**src/rtl/dot_product_pkg.sv**
```systemverilog
// -----------------------------------------------------------------------------
// dot_product_pkg
// Types and helpers shared by the dot-product accumulator and its adder tree.
//   dp_tag_t   : per-stage sideband {valid, first, last} carried down the pipe
//   TAG_IDLE   : empty-stage tag used at reset
//   tree_width : width of the exact sum of M products of two N-bit operands
// -----------------------------------------------------------------------------
package dot_product_pkg;

  typedef struct packed {
    logic valid;
    logic first;
    logic last;
  } dp_tag_t;

  localparam dp_tag_t TAG_IDLE = '{valid: 1'b0, first: 1'b0, last: 1'b0};

  function automatic int tree_width(input int n, input int m);
    return 2 * n + $clog2(m);
  endfunction

endpackage

```
**src/rtl/dot_product_adder_tree.sv**
```systemverilog
// -----------------------------------------------------------------------------
// dot_product_adder_tree
// Registered reduction of M lane products into one exact sum (pipeline P2).
// Ports:
//   i_clk, i_reset_n : clock, synchronous active-low reset
//   i_en             : global advance enable; the stage holds when low
//   i_prod           : M products, lane k at [k*2N +: 2N]
//   i_tag            : sideband of the incoming beat
//   o_sum            : registered sum, width tree_width(N, M)
//   o_tag            : registered sideband
// -----------------------------------------------------------------------------
module dot_product_adder_tree
  import dot_product_pkg::*;
#(
  parameter int N      = 8,
  parameter int M      = 4,
  parameter int SIGNED = 1,
  localparam int TW    = tree_width(N, M)
) (
  input  logic              i_clk,
  input  logic              i_reset_n,
  input  logic              i_en,
  input  logic [M*2*N-1:0]  i_prod,
  input  dp_tag_t           i_tag,
  output logic [TW-1:0]     o_sum,
  output dp_tag_t           o_tag
);

  localparam int PW = 2 * N;

  logic [TW-1:0] w_sum;
  logic [TW-1:0] r_sum;
  dp_tag_t       r_tag;

  // Sum all lanes at full width; each product is extended per the operand mode
  always_comb begin
    w_sum = {TW{1'b0}};
    for (int k = 0; k < M; k++) begin
      if (SIGNED != 32'sd0) begin
        w_sum = w_sum + TW'($signed(i_prod[k*PW +: PW]));
      end else begin
        w_sum = w_sum + TW'(i_prod[k*PW +: PW]);
      end
    end
  end

  // P2 register: advances only with the global enable
  always_ff @(posedge i_clk) begin
    if (!i_reset_n) begin
      r_sum <= {TW{1'b0}};
      r_tag <= TAG_IDLE;
    end else if (i_en) begin
      r_sum <= w_sum;
      r_tag <= i_tag;
    end
  end

  assign o_sum = r_sum;
  assign o_tag = r_tag;

endmodule

```
**src/rtl/dot_product_mxn_acc.sv**
```systemverilog
// -----------------------------------------------------------------------------
// dot_product_mxn_acc
// Streaming M-lane N-bit dot-product accumulator with saturating S-bit result.
// Pipeline: P0 input reg -> P1 products -> P2 adder tree -> P3 accumulator/out.
// Ports:
//   i_clk, i_reset_n  : clock, synchronous active-low reset
//   i_a, i_b          : M operands each, lane k at [k*N +: N]
//   i_first, i_last   : dot-product framing tags of the beat
//   i_valid / o_ready : input handshake (o_ready is the global advance enable)
//   o_sum, o_overflow : saturated result and sticky saturation flag
//   o_valid / i_ready : output handshake
// -----------------------------------------------------------------------------
module dot_product_mxn_acc
  import dot_product_pkg::*;
#(
  parameter int N      = 8,
  parameter int M      = 4,
  parameter int S      = 48,
  parameter int SIGNED = 1
) (
  input  logic          i_clk,
  input  logic          i_reset_n,
  input  logic [M*N-1:0] i_a,
  input  logic [M*N-1:0] i_b,
  input  logic          i_first,
  input  logic          i_last,
  input  logic          i_valid,
  output logic          o_ready,
  output logic [S-1:0]  o_sum,
  output logic          o_overflow,
  output logic          o_valid,
  input  logic          i_ready
);

  localparam int TW = tree_width(N, M);
  localparam int PW = 2 * N;
  localparam int SX = S + 1;
  localparam logic [S-1:0] SMAX = {1'b0, {(S-1){1'b1}}};
  localparam logic [S-1:0] SMIN = {1'b1, {(S-1){1'b0}}};
  localparam logic [S-1:0] UMAX = {S{1'b1}};

  if ((M < 1) || (S < tree_width(N, M))) begin : g_bad_params
    $error("dot_product_mxn_acc: need M >= 1 and S >= 2*N + $clog2(M)");
  end

  logic            w_en;
  logic [M*N-1:0]  r_p0_a;
  logic [M*N-1:0]  r_p0_b;
  dp_tag_t         r_p0_tag;
  logic [M*PW-1:0] w_prod;
  logic [M*PW-1:0] r_p1_prod;
  dp_tag_t         r_p1_tag;
  logic [TW-1:0]   w_p2_sum;
  dp_tag_t         w_p2_tag;
  logic [SX-1:0]   w_sum_ext;
  logic [SX-1:0]   w_acc_ext;
  logic [SX-1:0]   w_raw;
  logic [S-1:0]    w_acc_next;
  logic            w_sat;
  logic            w_ovf_next;
  logic [S-1:0]    r_acc;
  logic            r_ovf;
  logic [S-1:0]    r_out_sum;
  logic            r_out_ovf;
  logic            r_out_valid;

  // A result the consumer refuses freezes every stage, so nothing is lost
  assign w_en    = ~(r_out_valid & ~i_ready);
  assign o_ready = w_en;

  // P0 input register; a beat is accepted whenever the pipe advances
  always_ff @(posedge i_clk) begin
    if (!i_reset_n) begin
      r_p0_a   <= {(M*N){1'b0}};
      r_p0_b   <= {(M*N){1'b0}};
      r_p0_tag <= TAG_IDLE;
    end else if (w_en) begin
      r_p0_a   <= i_a;
      r_p0_b   <= i_b;
      r_p0_tag <= '{valid: i_valid, first: i_first, last: i_last};
    end
  end

  for (genvar k = 0; k < M; k++) begin : g_lane
    logic [N-1:0] w_a;
    logic [N-1:0] w_b;
    assign w_a = r_p0_a[k*N +: N];
    assign w_b = r_p0_b[k*N +: N];
    // Operands are widened to the product width first so the 2N-bit product is exact
    if (SIGNED != 32'sd0) begin : g_signed
      assign w_prod[k*PW +: PW] = PW'($signed(w_a)) * PW'($signed(w_b));
    end else begin : g_unsigned
      assign w_prod[k*PW +: PW] = PW'(w_a) * PW'(w_b);
    end
  end

  // P1 product register
  always_ff @(posedge i_clk) begin
    if (!i_reset_n) begin
      r_p1_prod <= {(M*PW){1'b0}};
      r_p1_tag  <= TAG_IDLE;
    end else if (w_en) begin
      r_p1_prod <= w_prod;
      r_p1_tag  <= r_p0_tag;
    end
  end

  dot_product_adder_tree #(
    .N      (N),
    .M      (M),
    .SIGNED (SIGNED)
  ) u_tree (
    .i_clk     (i_clk),
    .i_reset_n (i_reset_n),
    .i_en      (w_en),
    .i_prod    (r_p1_prod),
    .i_tag     (r_p1_tag),
    .o_sum     (w_p2_sum),
    .o_tag     (w_p2_tag)
  );

  // Next accumulator value: one guard bit above S detects the out-of-range sum
  always_comb begin
    w_sum_ext  = {SX{1'b0}};
    w_acc_ext  = {SX{1'b0}};
    w_raw      = {SX{1'b0}};
    w_acc_next = {S{1'b0}};
    w_sat      = 1'b0;
    w_ovf_next = 1'b0;
    if (SIGNED != 32'sd0) begin
      w_sum_ext = SX'($signed(w_p2_sum));
      w_acc_ext = SX'($signed(r_acc));
    end else begin
      w_sum_ext = SX'(w_p2_sum);
      w_acc_ext = SX'(r_acc);
    end
    if (w_p2_tag.first) begin
      w_raw = w_sum_ext;
    end else begin
      w_raw = w_acc_ext + w_sum_ext;
    end
    if (SIGNED != 32'sd0) begin
      // Signed overflow shows as the guard bit disagreeing with the S-bit sign
      if (w_raw[S] != w_raw[S-1]) begin
        w_sat = 1'b1;
        if (w_raw[S]) begin
          w_acc_next = SMIN;
        end else begin
          w_acc_next = SMAX;
        end
      end else begin
        w_acc_next = w_raw[S-1:0];
      end
    end else begin
      if (w_raw[S]) begin
        w_sat      = 1'b1;
        w_acc_next = UMAX;
      end else begin
        w_acc_next = w_raw[S-1:0];
      end
    end
    if (w_p2_tag.first) begin
      w_ovf_next = w_sat;
    end else begin
      w_ovf_next = r_ovf | w_sat;
    end
  end

  // P3 accumulator and output register; bubbles leave the accumulator alone
  always_ff @(posedge i_clk) begin
    if (!i_reset_n) begin
      r_acc       <= {S{1'b0}};
      r_ovf       <= 1'b0;
      r_out_sum   <= {S{1'b0}};
      r_out_ovf   <= 1'b0;
      r_out_valid <= 1'b0;
    end else if (w_en) begin
      if (w_p2_tag.valid) begin
        r_acc <= w_acc_next;
        r_ovf <= w_ovf_next;
      end
      // With w_en high any held result has just been taken, so valid follows the new beat
      if (w_p2_tag.valid && w_p2_tag.last) begin
        r_out_valid <= 1'b1;
        r_out_sum   <= w_acc_next;
        r_out_ovf   <= w_ovf_next;
      end else begin
        r_out_valid <= 1'b0;
      end
    end
  end

  assign o_sum      = r_out_sum;
  assign o_overflow = r_out_ovf;
  assign o_valid    = r_out_valid;

endmodule

```
**config.mk**
```make
export PLATFORM = sky130hd
export DESIGN_NAME = dot_product_mxn_acc
export DESIGN_NICKNAME = d
export VERILOG_FILES = /design/src/rtl/dot_product_pkg.sv /design/src/rtl/dot_product_adder_tree.sv /design/src/rtl/dot_product_mxn_acc.sv
export SDC_FILE = /design/constraint.sdc
export NUM_CORES = 1
export LEC_CHECK = 0
export BUFFER_PORTS_ARGS = -buffer_cell sky130_fd_sc_hd__clkbuf_2
export CORE_MARGIN = 4
export CORE_UTILIZATION = 35
export DETAILED_ROUTE_END_ITERATION = 7
export GPL_TIMING_DRIVEN = 1
export PLACE_DENSITY = 0.56
export SYNTH_ARGS = -nofsm -noshare
export SYNTH_HDL_FRONTEND = slang
export SYNTH_SLANG_ARGS = --single-unit
```
**constraint.sdc**
```tcl
create_clock -name i_clk -period 8.2 [get_ports i_clk]
set_clock_uncertainty 0.2 [all_clocks]
set_input_delay 0 -clock i_clk [delete_from_list [all_inputs] [get_ports i_clk]]
set_output_delay 0 -clock i_clk [all_outputs]
set_load 0.01 [all_outputs]
```
### Word level (Yosys, flattened, before mapping)

Index checks and enable logic that the tools add are counted.

* register bits: 254
* bits in latches: 0
* RAM bits: 0
* bits in read-only memories: 0
* input bits: 70
* output and inout bits: 51
* word-level logic and storage cells: 40
* memories kept: 0

* add/sub/neg operators: 4
* multiply operators: 4
* div/mod/pow operators: 0
* $lt $le $gt $ge: 0
* equal/unequal tests: 1
* shift operators: 0
* mux-type cells: 6
* bitwise gates (word level): 4
* reductions and logical operators: 3

Operators by type and width (count)
* 48-bit two-way mux: 2
* 8-bit by 8-bit multiplier with 16-bit output: 4
* 48-bit by 18-bit adder with 49-bit output: 1
* 49-bit two-way mux: 1
* 18-bit adder: 2
* 16-bit by 16-bit adder with 17-bit output: 1
* 2-bit AND reduction: 2
* 1-bit two-way mux: 3
* 1-bit inverter: 2
* 1-bit AND: 1
* 1-bit logical AND: 1
* 1-bit inequality test: 1
* 1-bit bitwise OR: 1

### Longest topological paths before layout

* depth after elaboration: 6
* depth in mapped cells: 21
* mapped depth without buffers: 20

### Hierarchy

From an unflattened synthesis, not the netlist that was laid out.

* cells, all modules: 2837
* area total of the unflattened synthesis: 24151.9 sq um

Modules (own cells, without submodules)
* dot_product_mxn_acc: times used 1, cells an instance 2529, area an instance 21561.9 sq um, seq. area each 4664.5 sq um
* dot_product_adder_tree: times used 1, cells an instance 308, area an instance 2590.0 sq um, seq. area each 420.4 sq um

### Worst setup path after synthesis

Ideal clock, no wire load.

* path kind: register to register
* start point: register r_p0_b[28]
* end point: register r_p1_prod[63]
* setup time: 0.137 ns
* arrival: 4.396 ns
* data required time: 7.863 ns
* path slack: 3.467 ns
* cell stages (with the launch flop): 21
* path buffers: 1
* clock period less this slack: 4.733 ns
* path through: dfxtp_1 > clkbuf_1 > and2_1 > fa_1 > inv_1 > fa_1 > inv_1 > fa_1 > inv_1 > fa_1 > inv_1 > ha_1 > inv_1 > o21ai_0 > a21oi_1 > nand2b_1 > a21boi_0 > o31a_1 > o41ai_1 > xnor2_1 > a21oi_1

* word-level cells in the longest chain between the ends: 1

RTL lines
* start: declaration: line dot_product_mxn_acc.sv:48 `logic [M*N-1:0] r_p0_b;`
* start signal: assignment: line dot_product_mxn_acc.sv:75 `r_p0_b <= {(M*N){1'b0}};`
* start signal: assignment: line dot_product_mxn_acc.sv:79 `r_p0_b <= i_b;`
* 8-bit by 8-bit multiplier with 16-bit output: line dot_product_mxn_acc.sv:91 `assign w_prod[k*PW +: PW] = PW'($signed(w_a)) * PW'($signed(w_b));`
* end signal: assignment: line dot_product_mxn_acc.sv:100 `r_p1_prod <= {(M*PW){1'b0}};`
* end signal: assignment: line dot_product_mxn_acc.sv:103 `r_p1_prod <= w_prod;`
* end: declaration: line dot_product_mxn_acc.sv:51 `logic [M*PW-1:0] r_p1_prod;`

Every way passes these cells.
A chain may end at the register's enable or synchronous reset.

### Worst setup path in the final report

* start point: register r_p1_prod[0]
* end point: register u_tree.r_sum[17], in the netlist u_tree.o_sum[17]

* word-level cells in the longest chain between the ends: 3

RTL lines
* 16-bit by 16-bit adder with 17-bit output: line dot_product_adder_tree.sv:40 `w_sum = w_sum + TW'($signed(i_prod[k*PW +: PW]));`
* 18-bit adder (2 in a row): line dot_product_adder_tree.sv:40
* end signal: assignment: line dot_product_adder_tree.sv:50 `r_sum <= {TW{1'b0}};`
* end signal: assignment: line dot_product_adder_tree.sv:53 `r_sum <= w_sum;`
* end: declaration: line dot_product_adder_tree.sv:32 `logic [TW-1:0] r_sum;`

Every way passes these cells.

==> impl_metrics.csv <==
group,metric,value,unit
synthesis,ys_warn_count,0,
pwr,ir_drop,120,µV
synthesis,ys_types,79,
detailed_routing,routedWlPerCell,16.1,µm
layout,seqCellArea,5080,µm²
timing,hold_viol,0,
layout,drive_gt1_share,7.75,%
run,cap_violations,0,
critical_path,critical-path-max-stage-delay,0.66,ns
critical_path,cpMaxStageDelayCell,"a2111oi_0",
cts,cts_setup_buffers,0,
critical_path,r2r_start,"r_p1_prod[0]",
synthesis,seq_area_frac_synth,22.0,%
timing,finalWorstPathRequiredPeriod,5.17,ns
timing,tightest_slew,1.09,ns
timing,timing.hold.ws,0.0330,ns
cts,clock_latency,0.55,ns
global_route,grt_max_degree,136,
layout,diodes,0,
synthesis,async_flop_share,0,%
layout,multi_input_area,16300,µm²
critical_path,path_cells,"ha_1, fa_1, a21o_1, a21oi_1, o21bai_1, a21oi_1, o21ai_0, a41oi_1, nor2b_1, xnor2_1, fa_1, ha_1, nand3_1, a21oi_1, a2111oi_0, o31ai_1, a21oi_1, mux2i_1, nor3_1",
floorplan,die_w,265,µm
critical_path,cp_data_required_time,8.41,ns
synthesis,synthFlopType,"dfxtp_1",
layout,fin_cells,3753,
critical_path,critPathLaunch,"r_p1_prod[0]",
global_route,grt.overflow.total,0,
synthesis,synth_edf_count,0,
timing,timing.fmax,193,MHz
pwr,combinationalPowerShare,38.8,%
critical_path,worstSetupStartpointType,"flip-flop",
detailed_routing,drtAntennaViolNets,0,
synthesis,netlist_instances,2728,
synthesis,synth_top_area_share,22.0,%
cts,cts_tree,"done",
synthesis,netlist_top_cells_area,"dfxtp_1 22%, fa_1 21%, ha_1 11%",
timing,slew-limit-headroom,27.6,%
pwr,clkPwrFrac,31.4,%
synthesis,syn-mean-instance-area,8.49,µm²
detailed_routing,drt_iter0_drc,851,
pwr,intPower,3.17,mW
cts,cts_buffers,34,
global_route,antenna_found_initial,0,
layout,layout.nets,3374,
timing,finalCritPeriodShare,63.1,%
floorplan,initial_utilization,35.3,%
floorplan,rows,94,
status,outcome,"completed",
floorplan,io_pins,121,
detailed_routing,routed_wl,60300,µm
placement,dp_cells,3615,
critical_path,crit_fanout,6,
floorplan,core_area,65600,µm²
detailed_routing,vias_per_cell,4.98,
cts,cts_sinks,254,
global_route,grt_pass1_wl,100000,µm
synthesis,synth_top_cell_by_area,"dfxtp_1",
cts,clockBufferDepth,3,
placement,io_buffers,120,
timing,finalWorstSetupSlack,3.03,ns
global_route,use_met3,2.12,%
layout,final_area,26500,µm²
floorplan,die_height,265,µm
global_route,top_usage_layer,"met2",
synthesis,ys_ff_latch,254,
placement,post-place-ws,3.12,ns
synthesis,synthesis.nets,3234,
layout,fill_cells,6611,
layout,final_common_cell,"nand2_1",
detailed_routing,drc,0,
placement,hpwl,46000,µm
cts,root_buffer,"clkbuf_16",
min_path,min_from,"i_b[6]",
global_route,track_usage,17.2,%
cts,cts.clk_slew.worst_paths,0.06,ns
pwr,switching_share,36.9,%
pwr,p_per_area,190,nW/µm²
min_path,hp-class,"primary input to flip-flop",
global_route,grt_pass1_vias,19600,
critical_path,path_class,"flip-flop to flip-flop",
cts,cts_resized,0,
layout,syn2layout_area_growth,14.4,%
pwr,p_switching,1.86,mW
timing,setup_viol,0,
timing,drv_slew,0,
global_route,grt_use_met1,22.5,%
pwr,p_leak,12.3,nW
critical_path,crit_arrival,5.38,ns
synthesis,synth_area,23200,µm²
timing,rsz0062_at_grt,"false",
placement,dpl-instance-area,24500,µm²
detailed_routing,routed-via-count,18700,
timing,final.setup.tns,0,ns
layout,layout_common_cells,"403 x nand2_1, 361 x inv_1, 254 x dfxtp_1, 240 x fa_1, 231 x a21oi_1",
global_route,grtUsageMet2,30.4,%
pwr,p_seq_share,29.8,%
critical_path,crit_path_frequent_cell,"a21oi_1",
floorplan,die_area,70400,µm²
detailed_routing,drt_pass1_iterations,5,
critical_path,cp-end-kind,"flip-flop",
placement,place_congestion,0.875,
cts,htree_levels,2,
==> power by group through the flow <==
stage	combinational, mW	sequential (mW)	clock (mW)
finish	1.95	1.50	1.58
CTS	1.96	1.50	1.63
global placement	1.89	1.52	0
floorplan	1.52	1.46	0
global route	2.23	1.51	1.68
detailed placement	1.91	1.53	0
==> worst paths after layout <==
path	to	slack, ns	cells after the start
worst max-delay path	u_tree.o_sum[17]	3.03	19
worst min-delay path	r_p0_b[6]	0.03	4
worst max register to register	u_tree.o_sum[17]	3.03	19
worst min register to register	r_p1_prod[34]	0.25	2
==> area by class of cell <==
class | instances | area share, %
clock buffer | 40 | 3.49
clock inverter | 17 | 0.911
inverter | 364 | 5.17
multi-input combinational | 2000 | 61.4
sequential | 254 | 19.2
tap | 864 | 4.08
timing repair buffer | 214 | 5.74
==> synth_stat cells (44+ instances only) <==
library cell	number
inv_1	362
ha_1	196
and2_1	171
o21ai_0	113
fa_1	240
clkbuf_1	90
a21oi_1	231
nor2_1	85
nand2_1	403
dfxtp_1	254
nand3_1	44
xnor2_1	90
==> kinds of logic (layout without fill, tap and decap cells) <==
family                   after synthesis  after routing  synth area share [%]
AND/OR/NAND/NOR                      836            836                  17.2
adder cells (fa/ha/maj)              436            436                  31.3
multiplexers                          11             11                 0.492
AO/OA/AOI/OAI                        600            600                  16.7
flip-flops                           254            254                  22.0
buffers and inverters                474            635                  7.85
XOR/XNOR                             117            117                  4.42
==> timing repair <==
| item | CTS | global route |
|---|---|---|
| endpoints found under the setup margin | 0 | 0 |
| hold buffers | 81 | 0 |
| hold endpoints to repair | 121 | 0 |
==> registers in the layout, indices dropped and copies added, names as in the netlist <==
register	flops
o_overflow	1
o_sum	48
o_valid	1
r_acc	48
r_ovf	1
r_p0_a	32
r_p0_b	32
r_p0_tag	3
r_p1_prod	64
r_p1_tag	3
u_tree.o_sum	18
u_tree.o_tag	3
==> layer usage <==
layer	vias to the layer above	routed length [µm]
met5	-	0
met4	0	1080
met3	78	1870
met2	268	29300
met1	9049	28000
li1	9304	-
==> worst max-delay path, delay by kind of cell (launching register included) <==
kind / cells / cell delay [ns]
DFF: 1 / 0.31
muxes: 1 / 0.22
xor gates and xnor gates: 1 / 0.15
adders and majority gates: 4 / 1.46
and+or+nand+nor: 3 / 0.37
AOI/OAI and AO/OA: 10 / 2.35
==> through the flow <==
step	total power [mW]	util [%]
final	5.03	40.4
after global routing	5.42	40.4
after CTS	5.09	40.4
after detailed placement	3.44	37.4
after global placement	3.41	37.4
after floorplan	2.97	-
(Power assumes the default switching activity.)
